===== config.mk =====
export PLATFORM = sky130hd
export DESIGN_NAME = fram_wb_queue_flat
export DESIGN_NICKNAME = d
export VERILOG_FILES = /design/src/rtl/fram_wb_if.sv /design/src/rtl/fram_wb_queue.sv /design/src/flat_wrapper.sv
export SDC_FILE = /design/constraint.sdc
export NUM_CORES = 1
export LEC_CHECK = 0
export CAP_MARGIN = 25
export CORE_MARGIN = 1.5
export CORE_UTILIZATION = 39
export CTS_BUF_LIST = sky130_fd_sc_hd__clkbuf_8
export CTS_CLUSTER_DIAMETER = 120
export DETAILED_ROUTE_END_ITERATION = 10
export HOLD_SLACK_MARGIN = 0.02
export PLACE_DENSITY = 0.58
export RECOVER_POWER = 50
export SYNTH_ARGS = -nofsm -noshare
export SYNTH_HDL_FRONTEND = slang
export SYNTH_SLANG_ARGS = --single-unit

===== constraint.sdc =====
create_clock -name clk -period 5.9 [get_ports clk]
set_clock_uncertainty 0.05 [all_clocks]
set_input_delay 1.475 -clock clk [delete_from_list [all_inputs] [get_ports clk]]
set_output_delay 1.475 -clock clk [all_outputs]
set_load 0.02 [all_outputs]

===== src/rtl/fram_wb_if.sv =====
// Bus bundle between the CU/decoder side and the FRAM write-back queue:
// result write handshake, decoder read probe and the bank write port.
interface fram_wb_if #(
  parameter int ADDR_WIDTH = 14,
  parameter int DATA_WIDTH = 32,
  parameter int BANK_NUM   = 4
);
  localparam int BANK_BITS       = $clog2(BANK_NUM);
  localparam int BANK_ADDR_WIDTH = ADDR_WIDTH - BANK_BITS;

  // Handshake: a result transfers on a clk edge where wr_valid && wr_ready.
  // wr_ready depends only on registered queue state, never on wr_valid or rd_*.
  logic                       wr_valid;
  logic                       wr_ready;
  logic [ADDR_WIDTH-1:0]      wr_addr;
  logic [DATA_WIDTH-1:0]      wr_data;
  logic                       rd_valid;
  logic [ADDR_WIDTH-1:0]      rd_addr;
  logic                       rd_hazard;
  logic [BANK_NUM-1:0]        bank_we;
  logic [BANK_ADDR_WIDTH-1:0] bank_addr;
  logic [DATA_WIDTH-1:0]      bank_wdata;

  modport master (
    output wr_valid, wr_addr, wr_data, rd_valid, rd_addr,
    input  wr_ready, rd_hazard, bank_we, bank_addr, bank_wdata
  );

  modport slave (
    input  wr_valid, wr_addr, wr_data, rd_valid, rd_addr,
    output wr_ready, rd_hazard, bank_we, bank_addr, bank_wdata
  );
endinterface


===== src/rtl/fram_wb_queue.sv =====
// In-order write-back queue from the CU result port to FRAM port B. The head
// write yields to a same-bank decoder read; reads hitting queued writes flag RAW.
module fram_wb_queue #(
  parameter int ADDR_WIDTH = 14,
  parameter int DATA_WIDTH = 32,
  parameter int BANK_NUM   = 4,
  parameter int DEPTH      = 8
) (
  input  logic                     clk,
  input  logic                     rst_n,
  fram_wb_if.slave                 bus,
  output logic [$clog2(DEPTH):0]   count,
  output logic                     empty,
  output logic [15:0]              stall_cnt,
  output logic                     err_ovf,
  input  logic                     err_clr
);
  localparam int BANK_BITS       = $clog2(BANK_NUM);
  localparam int BANK_ADDR_WIDTH = ADDR_WIDTH - BANK_BITS;
  localparam int PTR_W           = $clog2(DEPTH);
  localparam int CNT_W           = PTR_W + 1;

  logic [ADDR_WIDTH-1:0] addr_mem [DEPTH];
  logic [DATA_WIDTH-1:0] data_mem [DEPTH];
  logic [PTR_W-1:0]      wr_ptr;
  logic [PTR_W-1:0]      rd_ptr;
  logic [CNT_W-1:0]      count_q;

  logic                  full;
  logic                  push;
  logic                  retire;
  logic                  conflict;
  logic [BANK_BITS-1:0]  head_bank;
  logic [ADDR_WIDTH-1:0] head_addr;
  logic                  hazard;
  logic [PTR_W-1:0]      offs;

  assign full      = (count_q == CNT_W'(DEPTH));
  assign empty     = (count_q == '0);
  assign count     = count_q;
  assign push      = bus.wr_valid && !full;
  assign head_addr = addr_mem[rd_ptr];
  assign head_bank = head_addr[BANK_BITS-1:0];
  assign conflict  = bus.rd_valid && (bus.rd_addr[BANK_BITS-1:0] == head_bank);
  assign retire    = !empty && !conflict;

  assign bus.wr_ready   = !full;
  assign bus.bank_we    = retire ? ({{(BANK_NUM-1){1'b0}}, 1'b1} << head_bank) : '0;
  assign bus.bank_addr  = head_addr[ADDR_WIDTH-1:BANK_BITS];
  assign bus.bank_wdata = data_mem[rd_ptr];
  assign bus.rd_hazard  = hazard;

  // An entry is live when its distance from the head is below the occupancy;
  // the head still counts while it is being written this cycle.
  always_comb begin
    hazard = 1'b0;
    offs   = '0;
    for (int i = 0; i < DEPTH; i++) begin
      offs = PTR_W'(i) - rd_ptr;
      if (bus.rd_valid && ({1'b0, offs} < count_q) && (addr_mem[i] == bus.rd_addr))
        hazard = 1'b1;
    end
  end

  always_ff @(posedge clk) begin
    if (push) begin
      addr_mem[wr_ptr] <= bus.wr_addr;
      data_mem[wr_ptr] <= bus.wr_data;
    end
  end

  always_ff @(posedge clk or negedge rst_n) begin
    if (!rst_n) begin
      wr_ptr  <= '0;
      rd_ptr  <= '0;
      count_q <= '0;
    end else begin
      if (push)   wr_ptr <= wr_ptr + 1'b1;
      if (retire) rd_ptr <= rd_ptr + 1'b1;
      if (push && !retire)      count_q <= count_q + 1'b1;
      else if (!push && retire) count_q <= count_q - 1'b1;
    end
  end

  always_ff @(posedge clk or negedge rst_n) begin
    if (!rst_n) begin
      stall_cnt <= '0;
      err_ovf   <= 1'b0;
    end else begin
      if (err_clr)
        stall_cnt <= '0;
      else if (!empty && !retire && (stall_cnt != 16'hFFFF))
        stall_cnt <= stall_cnt + 16'd1;
      // A new overflow in the clearing cycle keeps the flag set.
      if (bus.wr_valid && !full)
        err_ovf <= err_ovf && !err_clr;
      else if (bus.wr_valid)
        err_ovf <= 1'b1;
      else if (err_clr)
        err_ovf <= 1'b0;
    end
  end

  logic unused_ok;
  assign unused_ok = ^{BANK_ADDR_WIDTH'(0)};
endmodule


===== src/flat_wrapper.sv =====
// flat-port wrapper written by rule: the top's interface ports become plain ports
module fram_wb_queue_flat 
#(
  parameter int ADDR_WIDTH = 14,
  parameter int DATA_WIDTH = 32,
  parameter int BANK_NUM   = 4,
  parameter int DEPTH      = 8
)
  (clk, rst_n, count, empty, stall_cnt, err_ovf, err_clr, bus_wr_valid, bus_wr_addr, bus_wr_data, bus_rd_valid, bus_rd_addr, bus_wr_ready, bus_rd_hazard, bus_bank_we, bus_bank_addr, bus_bank_wdata);
  fram_wb_if #(.ADDR_WIDTH(ADDR_WIDTH), .DATA_WIDTH(DATA_WIDTH), .BANK_NUM(BANK_NUM)) bus_i ();
  input  logic clk;
  input  logic rst_n;
  output logic [$clog2(DEPTH):0] count;
  output logic empty;
  output logic [15:0] stall_cnt;
  output logic err_ovf;
  input  logic err_clr;
  input wire logic [$bits(bus_i.wr_valid)-1:0] bus_wr_valid;
  input wire logic [$bits(bus_i.wr_addr)-1:0] bus_wr_addr;
  input wire logic [$bits(bus_i.wr_data)-1:0] bus_wr_data;
  input wire logic [$bits(bus_i.rd_valid)-1:0] bus_rd_valid;
  input wire logic [$bits(bus_i.rd_addr)-1:0] bus_rd_addr;
  output wire logic [$bits(bus_i.wr_ready)-1:0] bus_wr_ready;
  output wire logic [$bits(bus_i.rd_hazard)-1:0] bus_rd_hazard;
  output wire logic [$bits(bus_i.bank_we)-1:0] bus_bank_we;
  output wire logic [$bits(bus_i.bank_addr)-1:0] bus_bank_addr;
  output wire logic [$bits(bus_i.bank_wdata)-1:0] bus_bank_wdata;
  assign bus_i.wr_valid = bus_wr_valid;
  assign bus_i.wr_addr = bus_wr_addr;
  assign bus_i.wr_data = bus_wr_data;
  assign bus_i.rd_valid = bus_rd_valid;
  assign bus_i.rd_addr = bus_rd_addr;
  assign bus_wr_ready = bus_i.wr_ready;
  assign bus_rd_hazard = bus_i.rd_hazard;
  assign bus_bank_we = bus_i.bank_we;
  assign bus_bank_addr = bus_i.bank_addr;
  assign bus_bank_wdata = bus_i.bank_wdata;
  fram_wb_queue #(.ADDR_WIDTH(ADDR_WIDTH), .DATA_WIDTH(DATA_WIDTH), .BANK_NUM(BANK_NUM), .DEPTH(DEPTH)) u_core (.clk(clk), .rst_n(rst_n), .bus(bus_i), .count(count), .empty(empty), .stall_cnt(stall_cnt), .err_ovf(err_ovf), .err_clr(err_clr));
endmodule

==> flow_metrics.env <==
export IMPL_status="finished with violations"
export IMPL_failed_checks="capacitance limit, slew limit"
export IMPL_cp_data_arrival_time_ps=4070
export IMPL_ys_types=39
export IMPL_crit_path_top_delay_cell="clkdlybuf4s50_1"
export IMPL_async_reset_ff_share_pct=6.84
export IMPL_whs_path_depth=1
export IMPL_power_frac_clock_pct=24.1
export IMPL_ant_nets=0
export IMPL_synth_nets=1088
export IMPL_crit_chain="clkdlybuf4s50_1, xor2_1, nor4_1, o2111ai_1, nand4_1, o21a_1, clkdlybuf4s50_1"
export IMPL_synth_area_leaders="edfxtp_1 65%, mux4_2 12%, xor2_1 4.4%"
export IMPL_final_cell_mix="368 x edfxtp_1, 145 x nand2_1, 92 x mux4_2, 87 x xor2_1, 87 x clkdlybuf4s50_1"
export IMPL_dp_hpwl_um=24500
export IMPL_setup_tns_ps=0
export IMPL_fillCellCount=3778
export IMPL_required_ps=4380
export IMPL_synth_avg_cell_area_um2=16.9
export IMPL_period_share_pct=94.9
export IMPL_port_buffers=136
export IMPL_netSwitchingFraction_pct=34.6
export IMPL_wl_per_cell_um=22.9
export IMPL_grt_pass1_vias=9978
export IMPL_clk_latency_ps=600
export IMPL_cts_made_buffers=69
export IMPL_syn_inst=1003
export IMPL_htreeDepth=3
export IMPL_power_w=0.00987
export IMPL_yosysWarnings=0
export IMPL_r2r_start="u_core.rd_ptr[0]$_DFFE_PN0P_"
export IMPL_final_hold_viol_count=0
export IMPL_core_um2=43000
export IMPL_start_util_pct=39.4
export IMPL_max_stage_delay_ps=720
export IMPL_dieWidth_um=211
export IMPL_tightestPinTransition_ps=1720
export IMPL_grt_ovfl_total=0
export IMPL_crit_type="in2out"
export IMPL_drive_gt1_share_pct=17.4
export IMPL_critPathCaptureType="output pin"
export IMPL_clock_fmax_ghz=0.179
export IMPL_root_buffer="clkbuf_8"
export IMPL_via_per_inst=5.13
export IMPL_wirelength_um=41600
export IMPL_rows=76
export IMPL_irDropWorstVdd_mv=0.303
export IMPL_ff2ff_setup_slack_ps=1910
export IMPL_p_int_w=0.00646
export IMPL_leakagePower_nw=6.98
export IMPL_grt_pass1_wl_um=62500
export IMPL_vias=9328
export IMPL_hold_path_class="reg2reg"
export IMPL_track_usage_pct=19.3
export IMPL_p_seq_share_pct=38.9
export IMPL_ys_flop_type="edfxtp_1"
export IMPL_worstHoldStart="u_core.wr_ptr[0]$_DFFE_PN0P_"
export IMPL_relSlewSlack_pct=-14.6
export IMPL_p_comb_share_pct=37.0
export IMPL_clkTransAtPathRegs_ps=50
export IMPL_power_density_nw_per_um2=485
export IMPL_drtIter0Drc=613
export IMPL_crit_top_cell="clkdlybuf4s50_1"
export IMPL_ys_seq_elements=395
export IMPL_drc_errors=0
export IMPL_fin_crit_ps=5600
export IMPL_setup_viol=0
export IMPL_crit_fanout=8
export IMPL_first_pass_iters=5
export IMPL_place_congestion=0.899
export IMPL_maxCapViolCount=2
export IMPL_cts_tree="yes"
export IMPL_yosysSeqAreaShare_pct=69.2
export IMPL_rsz0062_at_grt="false"
export IMPL_final_common_cell="edfxtp_1"
export IMPL_switching_power_w=0.00342
export IMPL_postCtsSetupBuffers=0
export IMPL_synth_top_cell_by_area="edfxtp_1"
export IMPL_slew_viol_final=67
export IMPL_cts_hold_buf=0
export IMPL_synth_edf_count=368
export IMPL_cp_start_kind="input port"
export IMPL_netlist_area_um2=16900
export IMPL_yosys_area_top_type_share_pct=65.2
export IMPL_clock_sinks=395
export IMPL_area_growth_pct=20.1
export IMPL_reg2reg_to="u_core.count[3]$_DFFE_PN0P_"
export IMPL_nNetsFinal=1263
export IMPL_dieHeight_um=211
export IMPL_ios=137
export IMPL_grt_start_max_net_pins=73
export IMPL_cts_buffer_depth=3
export IMPL_die_area_um2=44700
export IMPL_antenna_found_initial=6
export IMPL_r2r_cells=14
export IMPL_cts_resized=0
export IMPL_hold_end="u_core.wr_ptr[0]$_DFFE_PN0P_"
## how the worst max path moves through the flow
stage                   start  slack, ps  cells past startpoint                              end
2_1_floorplan    bus_wr_valid        280                      4  u_core.addr_mem[0][0]$_DFFE_PP_
5_1_grt        bus_rd_addr[8]        180                      8                    bus_rd_hazard
6_report       bus_rd_addr[6]        300                      7                    bus_rd_hazard
3_3_place_gp   bus_rd_addr[6]        310                      7                    bus_rd_hazard
3_5_place_dp   bus_rd_addr[6]        340                      7                    bus_rd_hazard
4_1_cts        bus_rd_addr[6]        330                      7                    bus_rd_hazard
## cell families (layout without fill, tap and decap cells)
group,count (synthesis),count (layout),share of synthesized area (%)
flip-flops,395,395,69.2
buffers and inverters,69,297,1.62
AO/OA/AOI/OAI,54,54,1.90
other,0,3,0
AND/OR/NAND/NOR,241,241,6.42
multiplexers,99,99,12.8
adder cells (fa/ha/maj),20,20,1.52
XOR/XNOR,125,125,6.50
## registers in the layout, summed over array words and instances (netlist names)
name,flops
u_core.addr_mem,112
u_core.count,4
u_core.data_mem,256
u_core.err_ovf,1
u_core.rd_ptr,3
u_core.stall_cnt,16
u_core.wr_ptr,3
## critical path: cells and delay by family
family                 cells  cell delay, ps
AO/OA/AOI/OAI              2             390
XOR/XNOR                   1             220
buffers and inverters      2            1340
AND/OR/NAND/NOR            2             650
## layout make-up
cell class	count	area [µm²]	share of cell area [%]
antenna	3	7.51	0.0369
clock buffer	71	977	4.80
clock inverter	53	329	1.62
inverter	17	63.8	0.313
multi-input combinational	539	4970	24.4
sequential	395	11700	57.6
tap	585	732	3.60
timing repair buffer	156	1540	7.56
## synth_stat cells (15+ instances only)
master and n:
a21oi_1 24, edfxtp_1 368, nor4_1 17, clkbuf_1 33, buf_1 16, mux4_2 92, xnor2_1 38, dfrtp_1 27
xor2_1 86, nor2_1 16, nand2_1 145, nand4_1 15, inv_1 16, ha_1 19
## through the flow
stage                     setup WS, ps  std cells  util, %  cell area, µm²  hold slack (ps)
after global placement             311       1690     44.4           19100              455
after floorplan                    275       1003        -           16900              430
after detailed placement           342       1691     44.4           19100              456
after CTS                          333       1815     47.4           20400              472
final                              300       1819     47.4           20400              470
after global routing               175       1816     47.3           20300              509
## power by group through the flow
stage          combinational, W  sequential (W)  clock, W
3_5_place_dp            0.00376         0.00390         0
3_3_place_gp            0.00374         0.00388         0
5_1_grt                 0.00398         0.00389   0.00256
6_report                0.00365         0.00384   0.00238
2_1_floorplan           0.00240         0.00373         0
4_1_cts                 0.00377         0.00385   0.00245
## layer usage
layer | up-vias | GRT usage (%) | wire (µm) | part of all wire, %
li1 | 4215 | - | - | -
met1 | 4789 | 25.5 | 18000 | 43
met2 | 247 | 31.4 | 20300 | 49
met3 | 71 | 4.72 | 2430 | 5.8
met4 | 6 | 6.16 | 818 | 2.0
met5 | - | 0 | 32 | 0.077
(Power assumes the default switching activity.)
